<file path="config.mk">
export PLATFORM = sky130hd
export DESIGN_NAME = fp16_mul
export DESIGN_NICKNAME = d
export VERILOG_FILES = /design/src/rtl/fp16_mul.sv
export SDC_FILE = /design/constraint.sdc
export NUM_CORES = 1
export LEC_CHECK = 0
export BUFFER_PORTS_ARGS = -buffer_cell sky130_fd_sc_hd__buf_2
export CAP_MARGIN = 30
export CORE_UTILIZATION = 60
export CTS_CLUSTER_DIAMETER = 120
export DETAILED_ROUTE_END_ITERATION = 10
export PLACE_DENSITY = 0.8
export SETUP_SLACK_MARGIN = 0.02
export SYNTH_ARGS = -nofsm -noshare
export SYNTH_HDL_FRONTEND = slang
export SYNTH_SLANG_ARGS = --single-unit
</file>
<file path="constraint.sdc">
create_clock -name clk -period 15.8 [get_ports clk]
set_clock_uncertainty 0.05 [all_clocks]
set_input_delay 1.58 -clock clk [delete_from_list [all_inputs] [get_ports clk]]
set_output_delay 1.58 -clock clk [all_outputs]
set_load 0.02 [all_outputs]
</file>
<file path="src/rtl/fp16_mul.sv">
// IEEE 754 binary16 multiplier, round-to-nearest-even, one-cycle latency.
// Ports: clk, rst_n (sync, active-low), input1/input2 operands, result product.
module fp16_mul (
  input  logic        clk,
  input  logic        rst_n,
  input  logic [15:0] input1,
  input  logic [15:0] input2,
  output logic [15:0] result
);

  logic [15:0] result_q, result_d;

  logic        sa, sb, sr;
  logic [4:0]  ea, eb, ee_a, ee_b;
  logic [9:0]  fa, fb;
  logic [10:0] ma, mb;
  logic        nan_a, nan_b, inf_a, inf_b, zero_a, zero_b;
  logic [21:0] prod, norm, kept;
  logic [4:0]  lz;
  logic signed [7:0] e_s;
  logic [5:0]  sh;
  logic [32:0] wide;
  logic [4:0]  exp_f;
  logic [9:0]  mant;
  logic        guard, sticky, rnd;
  logic [14:0] sum;

  assign sa = input1[15];
  assign sb = input2[15];
  assign sr = sa ^ sb;
  assign ea = input1[14:10];
  assign eb = input2[14:10];
  assign fa = input1[9:0];
  assign fb = input2[9:0];

  // Subnormals have no hidden bit and share exponent 1 with the minimum normal.
  assign ma   = {|ea, fa};
  assign mb   = {|eb, fb};
  assign ee_a = (ea == 5'd0) ? 5'd1 : ea;
  assign ee_b = (eb == 5'd0) ? 5'd1 : eb;

  assign nan_a  = (ea == 5'h1F) && (fa != 10'd0);
  assign nan_b  = (eb == 5'h1F) && (fb != 10'd0);
  assign inf_a  = (ea == 5'h1F) && (fa == 10'd0);
  assign inf_b  = (eb == 5'h1F) && (fb == 10'd0);
  assign zero_a = (ea == 5'd0) && (fa == 10'd0);
  assign zero_b = (eb == 5'd0) && (fb == 10'd0);

  assign prod = 22'(ma) * 22'(mb);

  // Leading-zero count: ascending scan, the highest set bit wins.
  always_comb begin
    lz = 5'd21;
    for (int i = 0; i < 22; i++) begin
      if (prod[i]) lz = 5'(21 - i);
    end
  end

  // Leading one moved to bit 21; exponent tracks the shift.
  assign norm = prod << lz;
  assign e_s  = $signed({3'b0, ee_a}) + $signed({3'b0, ee_b})
              - 8'sd14 - $signed({3'b0, lz});

  always_comb begin
    sh    = 6'd0;
    exp_f = e_s[4:0];
    if (e_s < 8'sd1) begin
      exp_f = 5'd0;
      sh    = (e_s < -8'sd31) ? 6'd32 : 6'(8'sd1 - e_s);
    end
  end

  // Extra low bits keep everything shifted out visible to sticky.
  assign wide   = {norm, 11'b0} >> sh;
  assign kept   = wide[32:11];
  assign mant   = kept[20:11];
  assign guard  = kept[10];
  assign sticky = (|kept[9:0]) | (|wide[10:0]);
  assign rnd    = guard & (sticky | mant[0]);

  // Mantissa carry ripples into the exponent field, including subnormal
  // to min-normal and max-normal to infinity.
  assign sum = {exp_f, mant} + 15'(rnd);

  always_comb begin
    result_d = {sr, sum};
    if (nan_a || nan_b || (inf_a && zero_b) || (zero_a && inf_b))
      result_d = 16'h7E00;
    else if (inf_a || inf_b)
      result_d = {sr, 5'h1F, 10'h0};
    else if (zero_a || zero_b)
      result_d = {sr, 15'h0};
    else if (e_s > 8'sd30)
      result_d = {sr, 5'h1F, 10'h0};
  end

  always_ff @(posedge clk) begin
    if (!rst_n) result_q <= 16'h0000;
    else        result_q <= result_d;
  end

  assign result = result_q;

endmodule

</file>
==> qor.txt <==
Hold crit path type = in2reg
Hpwl dp = 21500 um
Clock Sinks = 16
Syn_area_per_cell = 7.68 um^2
Placed inst area = 9630 um^2
Leading post-synthesis cells by cell area = fa_1 17%, ha_1 10%, and2_1 5.4%
Crit. End Element = register
Arrival time worst endpoint = 14140 ps
Total track usage = 33.4%
Top-count cell post-synth = inv_1
Worst slew pin tran = 954 ps
Crit path max-delay family = compound AO/OA/AOI/OAI gates
Required @ worst endpoint = 15890 ps
Initial antenna violation count = 0
RSZ-0062 raised after global routing = false
Drt wl/cell = 18.7 um
H-tree levels = 1
Synth Register Bits = 16
Max incr delay on CP = 790 ps
Worst-path clk slew = 50 ps
Yosys top cell by area = fa_1
Share of cells above drive strength 1 = 11.1%
Yosys warning count = 0
Final nets = 1405
First-pass GRT wire length = 43900 um
Finished Cell Area = 9720 um^2
Largest net degree at the start of global routing = 30
Post-synth ARST share = 0%
Max Cap Violations = 0
Commonest cells in the netlist = 118 x inv_1, 106 x nand2_1, 81 x and2_1, 81 x fa_1, 77 x ha_1
Num CTS Buffers = 3
Worst hold stages = 3
Share of the synthesized area in the top cell type = 17.2%
Critical Path Start Type = input port
CP Max Fanout = 29
Top_reg_cell synth = dfxtp_1
Count of port buffers added during placement = 49
Root buf cell = clkbuf_16
Max reg flops = 16
Mapped Cells = 1227
Status = completed
Crit. Startpoint = input2[11]
Core footprint = 15300 um^2
DR vias = 9535
WP buf/inv = 7
Synth unique cells = 117
DR DRC count = 0
Initial Util = 61.8%
Final number of hold-violating endpoints = 0
Chip height = 127 um
TritonRoute pass-1 iters = 6
Io pins = 50
Hold Buf Count CTS = 0
Final setup fails = 0
Via/cell ratio = 6.70
Setup CP Type = in2reg
Max frequency = 71.2 MHz
Hold Startpoint = rst_n
Postcts setup bufs = 0
Clk buf depth = 2
Vias in the first global route = 9041
Syn-to-layout area delta = 3.19%
Post-CTS sizing = 0
Total length of routed wires = 26700 um
Final ANT Viol Nets = 0
Mapped cell area = 9420 um^2
Tcrit/Tclk final = 88.9%
Grt total ovfl = 0
CTS tree = done
Worst rel slew slack = 35.1%
Die Width = 127 um
CP max stage cell = mux2i_2
Setup TNS = 0 ps
Rows = 45
CP most frequent cell = fa_1
Syn nets = 1419
Fillers = 1394
Max Slew Vio Count = 0
Hold path endpoint = result[15]
GP Congestion = 0.990
Initial DRC Count = 1256
Die area = 16200 um^2
Tmin final = 14040 ps
EDFF count, synth = 0
Sequential area share after synthesis = 3.40%
-- cells by family after synthesis --
group                      Yosys count  synth area share, %
AOI/OAI and AO/OA                  327                 26.7
xor gates and xnor gates            26                 3.05
adders and majority gates          158                 27.4
buffers and inverters              195                 8.55
DFF                                 16                 3.40
muxes                               23                 2.78
and+or+nand+nor                    482                 28.1
-- metal layers --
| layer | up-vias | routed length, um | GRT usage, % |
|---|---|---|---|
| met5 | - | 0 | 0 |
| met4 | 0 | 907 | 10.9 |
| met3 | 95 | 2870 | 7.29 |
| met2 | 577 | 11500 | 51.6 |
| met1 | 4459 | 11400 | 46.3 |
| li1 | 4404 | - | - |
-- stage by stage --
| stage | hold WS [ps] | cells | util [%] | setup WS, ps |
|---|---|---|---|---|
| after global routing | 1550 | 1423 | 63.7 | 1020 |
| final | 1540 | 1424 | 63.7 | 1760 |
| after floorplan | 1640 | 1227 | - | 3150 |
| after CTS | 1540 | 1423 | 63.7 | 2080 |
| after detailed placement | 1800 | 1419 | 63.1 | 1850 |
| after global placement | 1800 | 1419 | 63.1 | 2110 |
-- worst max-delay path by stage --
stage	to	slack, ps	cells after the start
after CTS	result[12]	2080	40
after global placement	result[12]	2110	40
after floorplan	result[12]	3150	49
after global routing	result[12]	1020	39
after detailed placement	result[12]	1850	40
final	result[12]	1760	40
-- final cells by class --
class	instances	area, um^2	area share [%]
Sequential cell	16	320	3.29
Clock buffer	4	88.8	0.914
Timing Repair Buffer	55	290	2.99
Tap cell	211	264	2.72
Inverter	121	457	4.70
Multi-Input combinational cell	1016	8300	85.4
Antenna cell	1	2.50	0.0257
-- cells in the final DEF, fill, tap and decap left out, types with 39 or more instances in the layout --
| master | count |
|---|---|
| inv_1 | 118 |
| nand2_1 | 106 |
| and2_1 | 81 |
| fa_1 | 81 |
| ha_1 | 77 |
| nor2_1 | 63 |
| a21oi_1 | 55 |
| o21ai_0 | 52 |
| buf_2 | 49 |
| nor3_1 | 43 |
| nand3_1 | 39 |
Power is left out: the tool's default activity adds up to more than one toggle a clock period on the data nets, which glitch-free logic cannot reach.
